### src/rtl/cv32e40p_obi_pkg.sv
// Shared types and constants for the CV32E40P OBI instruction/data arbiter.
// Latency: n/a (types only).
// Backpressure: n/a (types only).
package cv32e40p_obi_pkg;

  // Identifies which master port issued an outstanding transaction.
  typedef enum logic {
    OBI_SRC_INSTR = 1'b0,
    OBI_SRC_DATA  = 1'b1
  } obi_src_e;

  // Instruction fetches always read a full word.
  localparam logic [3:0] OBI_INSTR_BE = 4'hF;

endpackage

### src/rtl/cv32e40p_obi_src_fifo.sv
// In-order FIFO of source ids; one entry per accepted-but-unanswered transaction.
// Latency: push is visible at the head on the next cycle; head is read combinationally.
// Backpressure: push ignored when full, pop ignored when empty; the caller gates on full_o/empty_o.
module cv32e40p_obi_src_fifo
  import cv32e40p_obi_pkg::*;
#(
  parameter int unsigned DEPTH = 2
) (
  input  logic                         clk_i,
  input  logic                         rst_ni,
  input  logic                         push_i,
  input  obi_src_e                     src_i,
  input  logic                         pop_i,
  output obi_src_e                     head_o,
  output logic                         full_o,
  output logic                         empty_o,
  output logic [$clog2(DEPTH+1)-1:0]   count_o
);

  localparam int unsigned PW = (DEPTH > 1) ? $clog2(DEPTH) : 1;
  localparam int unsigned CW = $clog2(DEPTH + 1);

  obi_src_e        mem_q [DEPTH];
  logic [PW-1:0]   wr_ptr_q;
  logic [PW-1:0]   rd_ptr_q;
  logic [CW-1:0]   count_q;
  logic            do_push;
  logic            do_pop;

  // Pointers wrap at DEPTH, which need not be a power of two.
  function automatic logic [PW-1:0] ptr_inc(input logic [PW-1:0] p);
    return (p == PW'(DEPTH - 1)) ? '0 : p + 1'b1;
  endfunction

  assign full_o  = (count_q == CW'(DEPTH));
  assign empty_o = (count_q == '0);
  assign do_push = push_i & ~full_o;
  assign do_pop  = pop_i & ~empty_o;
  assign head_o  = mem_q[rd_ptr_q];
  assign count_o = count_q;

  // Storage, pointers and occupancy; a simultaneous push and pop leaves count unchanged.
  always_ff @(posedge clk_i or negedge rst_ni) begin
    if (!rst_ni) begin
      for (int i = 0; i < DEPTH; i++) mem_q[i] <= OBI_SRC_INSTR;
      wr_ptr_q <= '0;
      rd_ptr_q <= '0;
      count_q  <= '0;
    end else begin
      if (do_push) begin
        mem_q[wr_ptr_q] <= src_i;
        wr_ptr_q        <= ptr_inc(wr_ptr_q);
      end
      if (do_pop) rd_ptr_q <= ptr_inc(rd_ptr_q);
      if (do_push && !do_pop)      count_q <= count_q + 1'b1;
      else if (do_pop && !do_push) count_q <= count_q - 1'b1;
    end
  end

endmodule

### src/rtl/cv32e40p_obi_arbiter.sv
// Two-to-one OBI arbiter merging instruction and data masters onto one slave port.
// Latency: zero-cycle address phase and zero-cycle response routing (both combinational).
// Backpressure: ungranted requests are locked until accepted; no request is issued while the source FIFO is full.
module cv32e40p_obi_arbiter
  import cv32e40p_obi_pkg::*;
#(
  parameter int unsigned MAX_OUTSTANDING = 2,
  parameter bit          DATA_FIRST      = 1'b1
) (
  input  logic                                   clk_i,
  input  logic                                   rst_ni,
  input  logic                                   instr_req_i,
  output logic                                   instr_gnt_o,
  input  logic [31:0]                            instr_addr_i,
  output logic                                   instr_rvalid_o,
  output logic [31:0]                            instr_rdata_o,
  input  logic                                   data_req_i,
  output logic                                   data_gnt_o,
  input  logic                                   data_we_i,
  input  logic [3:0]                             data_be_i,
  input  logic [31:0]                            data_addr_i,
  input  logic [31:0]                            data_wdata_i,
  output logic                                   data_rvalid_o,
  output logic [31:0]                            data_rdata_o,
  output logic                                   mem_req_o,
  input  logic                                   mem_gnt_i,
  output logic                                   mem_we_o,
  output logic [3:0]                             mem_be_o,
  output logic [31:0]                            mem_addr_o,
  output logic [31:0]                            mem_wdata_o,
  input  logic                                   mem_rvalid_i,
  input  logic [31:0]                            mem_rdata_i,
  output logic [$clog2(MAX_OUTSTANDING+1)-1:0]   outstanding_o
);

  localparam obi_src_e RR_INIT = DATA_FIRST ? OBI_SRC_DATA : OBI_SRC_INSTR;

  obi_src_e sel;
  obi_src_e rr_q;
  obi_src_e lock_src_q;
  obi_src_e head_src;
  logic     lock_q;
  logic     sel_req;
  logic     accept;
  logic     fifo_full;
  logic     fifo_empty;
  logic     pop;

  // Source selection: a locked source wins, otherwise the lone requester, otherwise round-robin.
  always_comb begin
    sel = rr_q;
    if (lock_q)                         sel = lock_src_q;
    else if (instr_req_i && !data_req_i) sel = OBI_SRC_INSTR;
    else if (data_req_i && !instr_req_i) sel = OBI_SRC_DATA;
  end

  assign sel_req   = (sel == OBI_SRC_DATA) ? data_req_i : instr_req_i;
  // Full blocks issue even when a pop lands this cycle, so mem_req_o never depends on mem_rvalid_i.
  assign mem_req_o = (instr_req_i | data_req_i) & ~fifo_full;
  assign accept    = mem_req_o & mem_gnt_i;

  // Address-phase mux; instruction fetches are full-word reads.
  always_comb begin
    mem_we_o    = 1'b0;
    mem_be_o    = OBI_INSTR_BE;
    mem_addr_o  = instr_addr_i;
    mem_wdata_o = '0;
    if (sel == OBI_SRC_DATA) begin
      mem_we_o    = data_we_i;
      mem_be_o    = data_be_i;
      mem_addr_o  = data_addr_i;
      mem_wdata_o = data_wdata_i;
    end
  end

  assign instr_gnt_o = accept & (sel == OBI_SRC_INSTR);
  assign data_gnt_o  = accept & (sel == OBI_SRC_DATA);

  // Lock holds an ungranted selection stable; a master that abandons its request releases it.
  always_ff @(posedge clk_i or negedge rst_ni) begin
    if (!rst_ni) begin
      lock_q     <= 1'b0;
      lock_src_q <= OBI_SRC_INSTR;
    end else if (lock_q && !sel_req) begin
      lock_q <= 1'b0;
    end else if (mem_req_o && !mem_gnt_i) begin
      lock_q     <= 1'b1;
      lock_src_q <= sel;
    end else if (accept) begin
      lock_q <= 1'b0;
    end
  end

  // Round-robin pointer moves to the source that was not granted, only on accept.
  always_ff @(posedge clk_i or negedge rst_ni) begin
    if (!rst_ni)     rr_q <= RR_INIT;
    else if (accept) rr_q <= (sel == OBI_SRC_DATA) ? OBI_SRC_INSTR : OBI_SRC_DATA;
  end

  assign pop = mem_rvalid_i & ~fifo_empty;

  cv32e40p_obi_src_fifo #(
    .DEPTH (MAX_OUTSTANDING)
  ) u_src_fifo (
    .clk_i   (clk_i),
    .rst_ni  (rst_ni),
    .push_i  (accept),
    .src_i   (sel),
    .pop_i   (pop),
    .head_o  (head_src),
    .full_o  (fifo_full),
    .empty_o (fifo_empty),
    .count_o (outstanding_o)
  );

  // Responses go to whichever port issued the oldest outstanding transaction.
  assign instr_rvalid_o = pop & (head_src == OBI_SRC_INSTR);
  assign data_rvalid_o  = pop & (head_src == OBI_SRC_DATA);
  assign instr_rdata_o  = mem_rdata_i;
  assign data_rdata_o   = mem_rdata_i;

  // Protocol monitors: response with nothing outstanding, and a master dropping a locked request.
  always @(posedge clk_i) begin
    if (rst_ni) begin
      assert (!(mem_rvalid_i && fifo_empty))
        else $warning("obi arbiter: rvalid with no outstanding transaction, dropped");
      assert (!(lock_q && !sel_req))
        else $warning("obi arbiter: master dropped req while locked and ungranted");
    end
  end

endmodule
### config.mk
export PLATFORM = sky130hd
export DESIGN_NAME = cv32e40p_obi_arbiter
export DESIGN_NICKNAME = d
export VERILOG_FILES = /design/src/rtl/cv32e40p_obi_pkg.sv /design/src/rtl/cv32e40p_obi_src_fifo.sv /design/src/rtl/cv32e40p_obi_arbiter.sv
export SDC_FILE = /design/constraint.sdc
export NUM_CORES = 1
export LEC_CHECK = 0
export ABC_CLOCK_PERIOD_IN_PS = 4130
export CAP_MARGIN = 20
export CORE_AREA = 8 8 102 104
export CTS_CLUSTER_SIZE = 28
export DETAILED_ROUTE_END_ITERATION = 8
export DIE_AREA = 0 0 110 112
export DONT_BUFFER_PORTS = 1
export PLACE_DENSITY = 0.3
export RECOVER_POWER = 100
export SLEW_MARGIN = 20
export SYNTH_ARGS = -nofsm -noshare
export SYNTH_HDL_FRONTEND = slang
export SYNTH_SLANG_ARGS = --single-unit
### constraint.sdc
create_clock -name clk_i -period 4.13 [get_ports clk_i]
set_input_delay 1.239 -clock clk_i [delete_from_list [all_inputs] [get_ports clk_i]]
set_output_delay 1.239 -clock clk_i [all_outputs]
set_load 0.01 [all_outputs]
==> qor.txt, run 1 <==
Outcome: complete, no violations
RSZ-0062 raised after global routing: false
Root buf cell: clkbuf_8
Max frequency: 0.2620 GHz
RD Place Congestion: 0.6977
Worst-Skew Late Latency: 0.23 ns
Clk_skew: 0.006071 ns
CTS tree: built
Synth unique cells: 27
Total CTS buffers: 3
Dpl ws: 0.4350 ns
Synth Register Bits: 9
Ys async rst share: 1.000
Routed vias/inst: 4.223
Tmin final: 3.818 ns
Worst-path clk slew: 0.05 ns
Ant. Diodes: 0
Syn avg cell area: 8.976 µm²
Initial core utilization: 0.1858
First-pass GRT wire length: 6.706 mm
Grt ovf: 0
Setup TNS: 0 ns
Area Overhead vs Synth: -24.55%
Worst Setup End Kind: output port
Die W: 110 µm
Leak: 0.4393 nW
Setup bufs post-CTS: 0
Nature of the critical path startpoint: input port
# hold bufs at CTS: 0
Routed len/inst: 23.48 µm
Routed Antenna Nets: 0
Number of global-route vias before repair: 1085
GRT Util Overall: 0.07202
CTS H-tree depth: 1
Cell Area, Synth: 1652 µm²
Row count: 35
Worst Setup SP: instr_req_i
EDFF count, synth: 0
Switching fraction of total power: 0.5346
Sequential area share after synthesis: 0.1371
Final max-slew violation count: 0
Hold Vio Cnt, Final: 0
End of the critical path: mem_addr_o[0]
Power Density: 779.4 nW/µm²
Residual DRC: 0
Slew HR: 0.6674
Post-route setup slack: 0.3125 ns
Most frequent cells in the layout: 34 x and2_0, 32 x mux2_1, 8 x dfrtp_1, 6 x nor2_1, 5 x nand2b_1
Post-Route WL: 5.377 mm
DR vias: 967
Core ar.: 8890 µm²
Die Y-Extent: 112 µm
Clk network pwr share: 0.105
CP Data Required Time: 2.89 ns
HP Class: reg -> reg
Fin cells: 229
Final setup vio count: 0
DP Cell Count: 225
Drt pass-1 iters: 4
Placed Area: 1270 µm²
# nets final: 259
R2R Path Start: u_src_fifo.count_o[0]
Initial antenna violation count: 1
Design area: 1246 µm²
Net Sw Power: 0.0005193 W
Die area: 12320 µm²
Worst-path fanout max: 41
I/O pins: 279
FF-to-FF End: u_src_fifo.count_o[1]
Commonest non-fill, non-tap cell in the layout: and2_0
Cell count after synthesis: 184
Period utilization: 0.9243
Cts repair resizes: 0
Clock buffer depth: 2
Warnings, synthesis: 0
Worst Reg-to-Reg Cells: 7
Int Pwr: 0.0004521 W
Max-cap violations: 0
Setup slack, reg-to-reg: 2.36 ns
Largest net degree at the start of global routing: 42
Tot Pwr: 0.0009713 W
Synth Flop Type: dfrtp_1
Seq pwr share: 0.194
Share of cells above drive strength 1: 0.08475
Setup CP Type: in -> out
Worst slew pin tran: 0.4937 ns
DRT iter0 DRCs: 7
Combinational Power Share: 0.701
HPWL Detailed: 4.876 mm
Number of I/O port buffers: 0
Post-Synthesis Net Count: 324
Sink Count: 9
Max IR drop VDD: 0.2203 mV
WP data arrival: 2.58 ns
[logic make-up (layout without fill, tap and decap cells)]
logic type,count (synthesis),in the layout,share of synthesized area
xor+xnor,5,5,0.02652
simple gates,52,52,0.1826
buf+inv,74,8,0.3288
mux,37,37,0.2917
fa+ha+maj,2,2,0.01439
compound gates,5,5,0.01894
flops,9,9,0.1371
[synth_stat cells (2+ instances only)]
library cell  count  area share
nand2b_1          5       0.019
mux2_2           17        0.12
and2_1           35        0.13
xnor2_1           3       0.016
nand2_1           3      0.0068
buf_4            64        0.29
clkbuf_1          3      0.0068
mux2i_1           2       0.012
nor2_1            6       0.014
mux2_4           18        0.16
dfrtp_1           8        0.12
buf_6             3       0.020
o21ai_0           2      0.0061
xor2_1            2       0.011
[how the worst min path moves through the flow]
stage | start | endpoint | slack (ns) | cells past startpoint
final | u_src_fifo.rd_ptr_q | u_src_fifo.rd_ptr_q | 0.50 | 1
after floorplan | u_src_fifo.rd_ptr_q | u_src_fifo.rd_ptr_q | 0.47 | 1
after global routing | rr_q | rr_q | 0.52 | 2
after CTS | u_src_fifo.rd_ptr_q | u_src_fifo.rd_ptr_q | 0.50 | 1
after global placement | u_src_fifo.rd_ptr_q | u_src_fifo.rd_ptr_q | 0.49 | 1
after detailed placement | u_src_fifo.rd_ptr_q | u_src_fifo.rd_ptr_q | 0.49 | 1
[worst max-delay path, cell delays in order]
cell	delay, ns
inv_1	0.02
maj3_1	0.33
mux2_2	0.28
buf_4	0.25
mux2_1	0.43
[sequential cells by signal (all words and copies together) (netlist names)]
name	cells
u_src_fifo.count_o	2
u_src_fifo.mem_q	2
rr_q	1
u_src_fifo.rd_ptr_q	1
lock_q	1
lock_src_q	1
u_src_fifo.wr_ptr_q	1
[metal layers]
layer | vias up | global-route usage | share of wire
li1 | 396 | - | -
met1 | 415 | 0.05779 | 0.30
met2 | 130 | 0.1343 | 0.49
met3 | 24 | 0.03582 | 0.18
met4 | 2 | 0.04054 | 0.034
met5 | - | 0 | 0.0020
[metrics by stage]
| step | utilization | hold WS [ns] |
|---|---|---|
| 2_1_floorplan | - | 0.4679 |
| 3_3_place_gp | 0.1429 | 0.4868 |
| 3_5_place_dp | 0.1429 | 0.4913 |
| 4_1_cts | 0.1479 | 0.5032 |
| 5_1_grt | 0.1402 | 0.5240 |
| 6_report | 0.1402 | 0.5012 |
[power groups by stage]
stage	Combinational, W	Sequential, W	Clock [W]
after floorplan	0.000797	0.000178	0
after global placement	0.000805	0.000189	0
after detailed placement	0.000809	0.000190	0
after CTS	0.000812	0.000190	0.000108
after global routing	0.000753	0.000197	0.000115
final	0.000681	0.000188	0.000102
[final cells by class]
type                    count  area (µm²)
fillers                  1025        7644
multi-input cells         101       813.3
flip-flops and latches      9       226.5
well taps                 111       138.9
clock buffers               4       45.04
repair buffers              2       15.01
inverters                   2       7.507
No activity file was read; power rests on OpenSTA's default activity.
==> inputs of run 2 (changes only) <==
--- a/config.mk
+++ b/config.mk
@@ -13,7 +13,6 @@
 export DIE_AREA = 0 0 110 112
 export DONT_BUFFER_PORTS = 1
 export PLACE_DENSITY = 0.3
-export RECOVER_POWER = 100
 export SLEW_MARGIN = 20
 export SYNTH_ARGS = -nofsm -noshare
 export SYNTH_HDL_FRONTEND = slang
==> run 2 against run 1 <==
  * Die area unchanged
  * Power up 11%
  * Sequential share of layout area down 0.95 points
  * Global-route usage unchanged
  * First-iteration DRC count up 130%
  * Clock skew up 0.0026 ns
  * Register-to-register slack about the same
  * Largest cell class unchanged
==> qor.txt, run 2 (same netlist as run 1, synthesis figures left out) <==
Outcome: complete, no violations
Routed Antenna Nets: 0 (unchanged)
Routed vias/inst: 4.223 (unchanged)
Share of cells above drive strength 1: 0.3729 (+0.2881)
Crit-path most repeated cell: mux2_2
Largest net degree at the start of global routing: 42 (unchanged)
Met2 wire length: 2.641 mm (+0.65%)
CTS H-tree depth: 1 (unchanged)
RD Place Congestion: 0.6977 (unchanged)
Slowest Stage Delay on Critical Path: 0.37 ns (-0.06 ns)
Number of I/O port buffers: 0 (unchanged)
M1 WL: 1.504 mm (-6.6%)
Max frequency: 0.2706 GHz (+3.3%)
HP Class: reg -> reg
Routed len/inst: 23.28 µm (-0.84%)
Sink Count: 9 (unchanged)
CTS tree: built
Met3 wire length: 993 µm (+4.7%)
Area Overhead vs Synth: -20.38%
Setup slack, reg-to-reg: 2.36 ns (about the same)
Worst Setup End Kind: output port
Grt ovf: 0 (unchanged)
Residual DRC: 0 (unchanged)
HPWL Detailed: 4.876 mm (unchanged)
First-pass GRT wire length: 6.706 mm (unchanged)
Post-Route WL: 5.332 mm (-0.84%)
# nets final: 259 (unchanged)
Max-cap violations: 0 (unchanged)
Clk_skew: 0.008634 ns (+0.002563 ns)
Die area: 12320 µm² (unchanged)
DRT iter0 DRCs: 16 (+9)
# hold bufs at CTS: 0 (unchanged)
WP data arrival: 2.46 ns (-0.12 ns)
Root buf cell: clkbuf_8
Worst slew pin tran: 0.4941 ns (+0.0003818 ns)
Setup TNS: 0 ns (unchanged)
Max layer used: met5
Period utilization: 0.8947 (-0.02965)
Most frequent cells in the layout: 35 x and2_1, 18 x mux2_4, 17 x mux2_2, 8 x dfrtp_1, 6 x nor2_1
Final setup vio count: 0 (unchanged)
Nature of the critical path startpoint: input port
CP Cell Sequence: inv_2, maj3_2, mux2_2, buf_4, mux2_2
Ant. Diodes: 0 (unchanged)
Dpl ws: 0.4350 ns (unchanged)
DR vias: 967 (unchanged)
Critical path's top delay family: multiplexers
Cts repair resizes: 0 (unchanged)
Fillers: 991 (-3.3%)
Hold Vio Cnt, Final: 0 (unchanged)
Setup bufs post-CTS: 0 (unchanged)
Crit-path slowest cell: mux2_2
CP Buf/Inv Count: 2 (unchanged)
GRT Util Overall: 0.07202 (unchanged)
Leak: 0.5384 nW (+23%)
Die W: 110 µm (unchanged)
CP Data Required Time: 2.89 ns (about the same)
Die Y-Extent: 112 µm (unchanged)
Core ar.: 8890 µm² (unchanged)
Final max-slew violation count: 0 (unchanged)
Slew HR: 0.6671 (about the same)
Drt pass-1 iters: 4 (unchanged)
Row count: 35 (unchanged)
Max IR drop VDD: 0.2355 mV (+6.9%)
I/O pins: 279 (unchanged)
Setup CP Type: in -> out
Initial antenna violation count: 1 (unchanged)
Design area: 1315 µm² (+5.5%)
Tmin final: 3.695 ns (-0.1225 ns)
Number of global-route vias before repair: 1085 (unchanged)
Commonest non-fill, non-tap cell in the layout: and2_1
Power Density: 819.8 nW/µm² (+5.2%)
Total CTS buffers: 3 (unchanged)
Initial core utilization: 0.1858 (unchanged)
Clock buffer depth: 2 (unchanged)
Worst-path clk slew: 0.05 ns (about the same)
Worst-Skew Late Latency: 0.24 ns (about the same)
Post-route setup slack: 0.4349 ns (+0.1225 ns)
Placed Area: 1270 µm² (unchanged)
RSZ-0062 raised after global routing: false
Worst-path fanout max: 41 (unchanged)
[run 2: cell types whose count changed in the layout (fill, tap and decap cells not counted)]
cell / delta
maj3_2: +1
mux2_4: +18
mux2_2: +14
maj3_1: -1
and2_0: -34
mux2_1: -32
and2_1: +34
inv_2: +1
inv_1: -1
[run 2: area by class of cell]
| cell class | count | area, µm² | area share |
|---|---|---|---|
| Multi-Input combinational cell | 101 | 882.1 | 0.6708 |
| Timing Repair Buffer | 2 | 15.01 | 0.01142 |
| Tap cell | 111 | 138.9 | 0.1056 |
| Sequential cell | 9 | 226.5 | 0.1722 |
| Clock buffer | 4 | 45.04 | 0.03425 |
| Inverter | 2 | 7.507 | 0.005709 |
[run 2: worst reg2reg max path: cells and delay by family, from the launching register on]
family | cells | cell delay, ns
xor+xnor | 2 | 0.30
fa+ha+maj | 1 | 0.22
buf+inv | 1 | 0.17
flops | 1 | 0.46
simple gates | 3 | 0.57
[run 2: path summary, 6_finish.rpt]
check                                      start                    end  cells past startpoint
hold / removal               u_src_fifo.rd_ptr_q    u_src_fifo.rd_ptr_q                      1
setup / recovery                     instr_req_i          mem_addr_o[0]                      5
max in group asynchronous                 rst_ni                   rr_q                      0
min in group asynchronous                 rst_ni  u_src_fifo.count_o[1]                      0
setup reg to reg           u_src_fifo.count_o[0]  u_src_fifo.count_o[1]                      7
hold reg to reg              u_src_fifo.rd_ptr_q    u_src_fifo.rd_ptr_q                      1
[run 2: through the flow]
stage / power, W / std cells / utilization / hold slack [ns]
after floorplan: 0.0009753 / 184 / - / 0.4679
after global placement: 0.0009937 / 225 / 0.1429 / 0.4868
after detailed placement: 0.0009994 / 225 / 0.1429 / 0.4913
after CTS: 0.001110 / 229 / 0.1479 / 0.5032
after global routing: 0.001168 / 229 / 0.1479 / 0.5257
final: 0.001078 / 229 / 0.1479 / 0.5017
[run 2: per-layer routing]
| layer | up-vias | GRT usage |
|---|---|---|
| met1 | 415 | 0.05779 |
| met3 | 24 | 0.03582 |
| met4 | 2 | 0.04054 |
| met2 | 130 | 0.1343 |
| li1 | 396 | - |
| met5 | - | 0 |
[run 2: power breakdown]
group          leakage [nW]  internal [W]  switching [W]
clock                0.0228     0.0000674      0.0000365
sequential            0.104      0.000140      0.0000491
combinational         0.412      0.000343       0.000443
total                 0.538      0.000550       0.000528
